<file path="config.mk">
export PLATFORM = sky130hd
export DESIGN_NAME = register_file
export DESIGN_NICKNAME = d
export VERILOG_FILES = /design/src/rtl/register_file.sv
export SDC_FILE = /design/constraint.sdc
export NUM_CORES = 2
export LEC_CHECK = 0
export CORE_UTILIZATION = 55
export CTS_CLUSTER_SIZE = 30
export DETAILED_ROUTE_END_ITERATION = 16
export PLACE_DENSITY_LB_ADDON = 0.12
export SLEW_MARGIN = 0
export SYNTH_ARGS = -nofsm -noshare
export SYNTH_HDL_FRONTEND = slang
export SYNTH_SLANG_ARGS = --single-unit
</file>
<file path="constraint.sdc">
create_clock -name clock -period 6.1 [get_ports clock]
set_input_delay 0.915 -clock clock [delete_from_list [all_inputs] [get_ports clock]]
set_output_delay 0.915 -clock clock [all_outputs]
set_load 0.005 [all_outputs]
</file>
<file path="src/rtl/register_file.sv">
// LEGv8 architectural register file: X0-X30 stored, X31 (XZR) hard-wired to zero; two read ports, one write port.
// Latency: reads combinational (0 cycles); writes land on the rising clock edge and are visible after it.
// No backpressure; one write per cycle. Define REGFILE_BYPASS_EN to forward same-cycle write data to A/B.
module register_file #(
    parameter int WIDTH  = 64,
    parameter int ADDR_W = 5
) (
    input  logic              clock,
    input  logic              reset_n,
    input  logic [ADDR_W-1:0] SA,
    input  logic [ADDR_W-1:0] SB,
    input  logic [ADDR_W-1:0] DA,
    input  logic              W,
    input  logic [WIDTH-1:0]  D,
    output logic [WIDTH-1:0]  A,
    output logic [WIDTH-1:0]  B
);

    localparam int NREG = 1 << ADDR_W;
    localparam logic [ADDR_W-1:0] XZR = '1;

    // The top entry is XZR and has no storage behind it.
    logic [WIDTH-1:0] r_regs [0:NREG-2];

    logic             w_wr_en;
    logic             w_sa_zr;
    logic             w_sb_zr;
    logic [WIDTH-1:0] w_a_store;
    logic [WIDTH-1:0] w_b_store;

    assign w_wr_en = W && (DA != XZR);
    assign w_sa_zr = (SA == XZR);
    assign w_sb_zr = (SB == XZR);

    always_ff @(posedge clock or negedge reset_n) begin
        if (!reset_n) begin
            for (int i = 0; i < NREG - 1; i++) begin
                r_regs[i] <= '0;
            end
        end else if (w_wr_en) begin
            r_regs[DA] <= D;
        end
    end

    always_comb begin
        w_a_store = '0;
        w_b_store = '0;
        if (!w_sa_zr) begin
            w_a_store = r_regs[SA];
        end
        if (!w_sb_zr) begin
            w_b_store = r_regs[SB];
        end
    end

`ifdef REGFILE_BYPASS_EN
    logic w_byp_a;
    logic w_byp_b;

    // Forwarding is gated by reset so outputs stay zero while reset is held.
    assign w_byp_a = reset_n && w_wr_en && (SA == DA);
    assign w_byp_b = reset_n && w_wr_en && (SB == DA);

    assign A = w_byp_a ? D : w_a_store;
    assign B = w_byp_b ? D : w_b_store;
`else
    assign A = w_a_store;
    assign B = w_b_store;
`endif

endmodule

</file>
==> results_tabular.tex <==
\begin{tabular}{lr}
\hline
Metric & Value \\
\hline
\multicolumn{2}{l}{\textbf{Worst setup path}} \\
Worst Setup SP & SB[1] \\
Category of the worst setup path capture point & output port \\
CP top delay family & buffers and inverters \\
R2r worst-path depth & 1 \\
Buffers and inverters on the worst path & 4 \\
Crit path arrival time & 4210 ps \\
Critical Path Max Stage Delay & 530 ps \\
Critical Path Fanout Max & 63 \\
Setup slack of the most critical reg-to-reg path & 5270 ps \\
End of the worst register-to-register path & r\_regs[21] \\
Cell type of the slowest stage on the worst timing path & buf\_8 \\
Worst EP required & 5180 ps \\
CP most frequent cell & a21o\_1 \\
R2r startpoint & r\_regs[21] \\
Type of the worst setup path & in2out \\
Crit start category & primary input \\
Critical Path, Cell by Cell & buf\_8, buf\_12, buf\_4, mux2i\_1, a21o\_1, o31ai\_1, a21o\_1, o2111a\_1, clkdlybuf4s50\_1 \\
\multicolumn{2}{l}{\textbf{Detailed routing}} \\
Avg Vias per Cell & 6.96 \\
Number of remaining DRC errors & 0 \\
Detail-routed net length per standard cell & 33.9 um \\
Number of detailed-routing iterations run before antenna repair & 6 \\
Number of violations reported at the end of detailed-routing iteration 0 & 7,345 \\
Total wire length after detailed routing & 352 mm \\
Residual antenna-violating net count after detailed routing & 0 \\
Vias after detailed routing & 72,372 \\
\multicolumn{2}{l}{\textbf{Timing}} \\
Tcrit/Tclk final & 0.840 \\
Minimum period implied by the final worst setup slack & 5120 ps \\
Least-Margin Pin Slew & 1290 ps \\
Max Clk Rate & 195 MHz \\
Setup TNS & 0 ps \\
Setup repair after global routing missed its margin & no \\
Setup skew after layout & 0 ps \\
Final hold violations & 0 \\
Normalized max-slew margin & 0.142 \\
Count of final setup violators & 0 \\
Max-slew violations & 0 \\
\multicolumn{2}{l}{\textbf{Worst hold path}} \\
Class of the tightest hold or removal check & in2async \\
\multicolumn{2}{l}{\textbf{Logic synthesis}} \\
Synth async-reset ratio & 1.00 \\
Count of yosys warnings during synthesis & 0 \\
Prevailing post-synth register cell & dfrtp\_1 \\
Number of register bits inferred by synthesis & 1,984 \\
Post-Synthesis Cell Area & 108,000 um2 \\
Post-synth EDFFs & 0 \\
Sequential element share of the synthesized area & 0.460 \\
Yosys top cell by area & dfrtp\_1 \\
Number of distinct library cells after synthesis & 45 \\
Post-synthesis average cell area & 13.9 um2 \\
Biggest area contributors in the synthesized netlist & dfrtp\_1 46\%, mux2\_2 21\%, mux4\_2 12\% \\
Area share of the leading cell type in the synthesized netlist & 0.460 \\
Gate count of the mapped netlist & 7,787 \\
Synth Net Count & 7,869 \\
\multicolumn{2}{l}{\textbf{Final layout}} \\
Footprint of the multi-input gates & 54,100 um2 \\
Final Net Count & 7,679 \\
Storage element area & 49,600 um2 \\
Fraction of layout instances using a drive strength above 1 & 0.414 \\
Top register by number of flip-flops & r\_regs \\
Non-filler instance count after layout & 10,401 \\
Regs by FF count & r\_regs: 1984 flops \\
Layout filler cell count & 14,986 \\
Layout overhead on the synthesized area & 10.2\% \\
Number of flip-flops in the largest register & 1,984 \\
\multicolumn{2}{l}{\textbf{Status}} \\
Status & finished, final reports clean \\
\multicolumn{2}{l}{\textbf{Placement}} \\
Number of buffers added on ports & 209 \\
Placed instance count & 10,005 \\
Half-perimeter wire length after placement & 198 mm \\
Global placer's final weighted congestion & 0.833 \\
\multicolumn{2}{l}{\textbf{Clock tree}} \\
Hold-fix buffer count after cts & 0 \\
Clock tree from TritonCTS & built \\
Number of gates resized after CTS & 0 \\
Source-to-sink clock delay at the later pin of the worst-skew pair & 870 ps \\
Number of sinks on the clock net & 1,984 \\
Library cell used as clock root buffer & clkbuf\_16 \\
H-Tree Depth & 4 \\
Max Root-Sink Buffers & 3 \\
CTS Buf Count & 214 \\
Worst-path clk slew & 60 ps \\
Setup repair bufs after CTS & 0 \\
\multicolumn{2}{l}{\textbf{Floorplanning}} \\
Ports & 210 \\
Overall die area & 198,000 um2 \\
Site Rows & 162 \\
Starting density of the core & 0.554 \\
Y dimension of the die & 445 um \\
Core region area & 195,000 um2 \\
Floorplan die width & 445 um \\
\multicolumn{2}{l}{\textbf{Pwr}} \\
Power per cell area & 328 nW/um2 \\
Largest vdd supply drop & 0.000295 V \\
Tot Pwr & 39.0 mW \\
P\_leak & 52.1 nW \\
\multicolumn{2}{l}{\textbf{Global routing}} \\
Overall track demand over capacity in global routing & 0.356 \\
Initial antenna violation count & 17 \\
Via count of the first global-routing pass & 74,002 \\
Pin count of the biggest net entering global routing & 180 \\
Wire length of the first global-routing pass & 517 mm \\
Final global-route overflow total & 0 \\
\multicolumn{2}{l}{\textbf{Flow run}} \\
Reported max-cap violation count & 0 \\
\hline
\end{tabular}
cells in the final DEF, fill, tap and decap left out, types with 52 or more instances in the layout:
cell	instances
a21oi_1	131
clkbuf_1	65
clkbuf_16	221
buf_4	145
o22a_1	64
nor2_1	109
nor2b_1	128
o21ai_0	184
a21o_1	127
nand2_1	130
mux2i_1	488
mux2_1	188
a221oi_1	104
or2_1	65
clkbuf_8	52
a211oi_1	128
o2111a_1	63
buf_12	70
mux2_2	2013
o31ai_1	64
dfrtp_1	1984
o211ai_1	89
clkdlybuf4s50_1	199
o22ai_1	128
mux4_2	598
worst max path at each step:
stage	to	depth (start not counted)	slack (ps)
3_5_place_dp	A[3]	6	1120
6_report	B[14]	9	980
5_1_grt	B[13]	9	1000
2_1_floorplan	A[62]	8	2840
4_1_cts	A[3]	6	1100
3_3_place_gp	B[14]	9	1150
report_power, final:
part | total [mW] | switching, mW | internal, mW
clock network | 13.3 | 5.53 | 7.74
logic | 8.14 | 3.43 | 4.71
registers | 17.6 | 1.87 | 15.8
layout make-up:
type,instances,share of cell area
Sequential cell,1984,0.417
Timing Repair Buffer,424,0.0389
Antenna cell,9,0.000189
Clock inverter,50,0.00513
Tap cell,2624,0.0276
Clock buffer,337,0.0545
Inverter,42,0.00133
Multi-Input combinational cell,4931,0.455
cell families after synthesis:
| kind of cell | synth area share |
|---|---|
| AOI/OAI and AO/OA | 0.0755 |
| buffers and inverters | 0.0413 |
| DFF | 0.460 |
| muxes | 0.400 |
| and+or+nand+nor | 0.0238 |
cells in the mapped netlist, types with 2 or more instances:
library cell / count
a211o_1: 41
a211oi_1: 128
a21o_1: 127
a21oi_1: 131
a221oi_1: 104
a31oi_1: 22
buf_1: 24
buf_2: 310
buf_4: 76
buf_6: 69
clkbuf_1: 351
dfrtp_1: 1984
inv_1: 42
mux2_1: 188
mux2_2: 2013
mux2i_1: 488
mux4_2: 598
nand2_1: 149
nand2b_1: 4
nand3_1: 3
nand3b_4: 2
nor2_1: 112
nor2_4: 13
nor2b_1: 131
nor3b_2: 3
o2111a_1: 63
o211ai_1: 89
o21ai_0: 184
o21ai_1: 3
o22a_1: 64
o22ai_1: 128
o31ai_1: 64
or2_1: 66
or2_2: 2
metrics by stage:
step | worst slack [ps] | hold WS [ps] | utilization | instance area [um2]
floorplan | 2840 | 467 | - | 108000
global placement | 1150 | 479 | 0.573 | 112000
detailed placement | 1120 | 484 | 0.573 | 112000
CTS | 1100 | 72.8 | 0.610 | 119000
global route | 995 | 103 | 0.610 | 119000
finish | 977 | 69.3 | 0.610 | 119000
per-layer routing:
metal,global-route usage,routed length [um]
met5,0,62
met3,0.0635,25700
met1,0.484,144000
met2,0.564,167000
met4,0.152,16400
(Power assumes the default switching activity.)
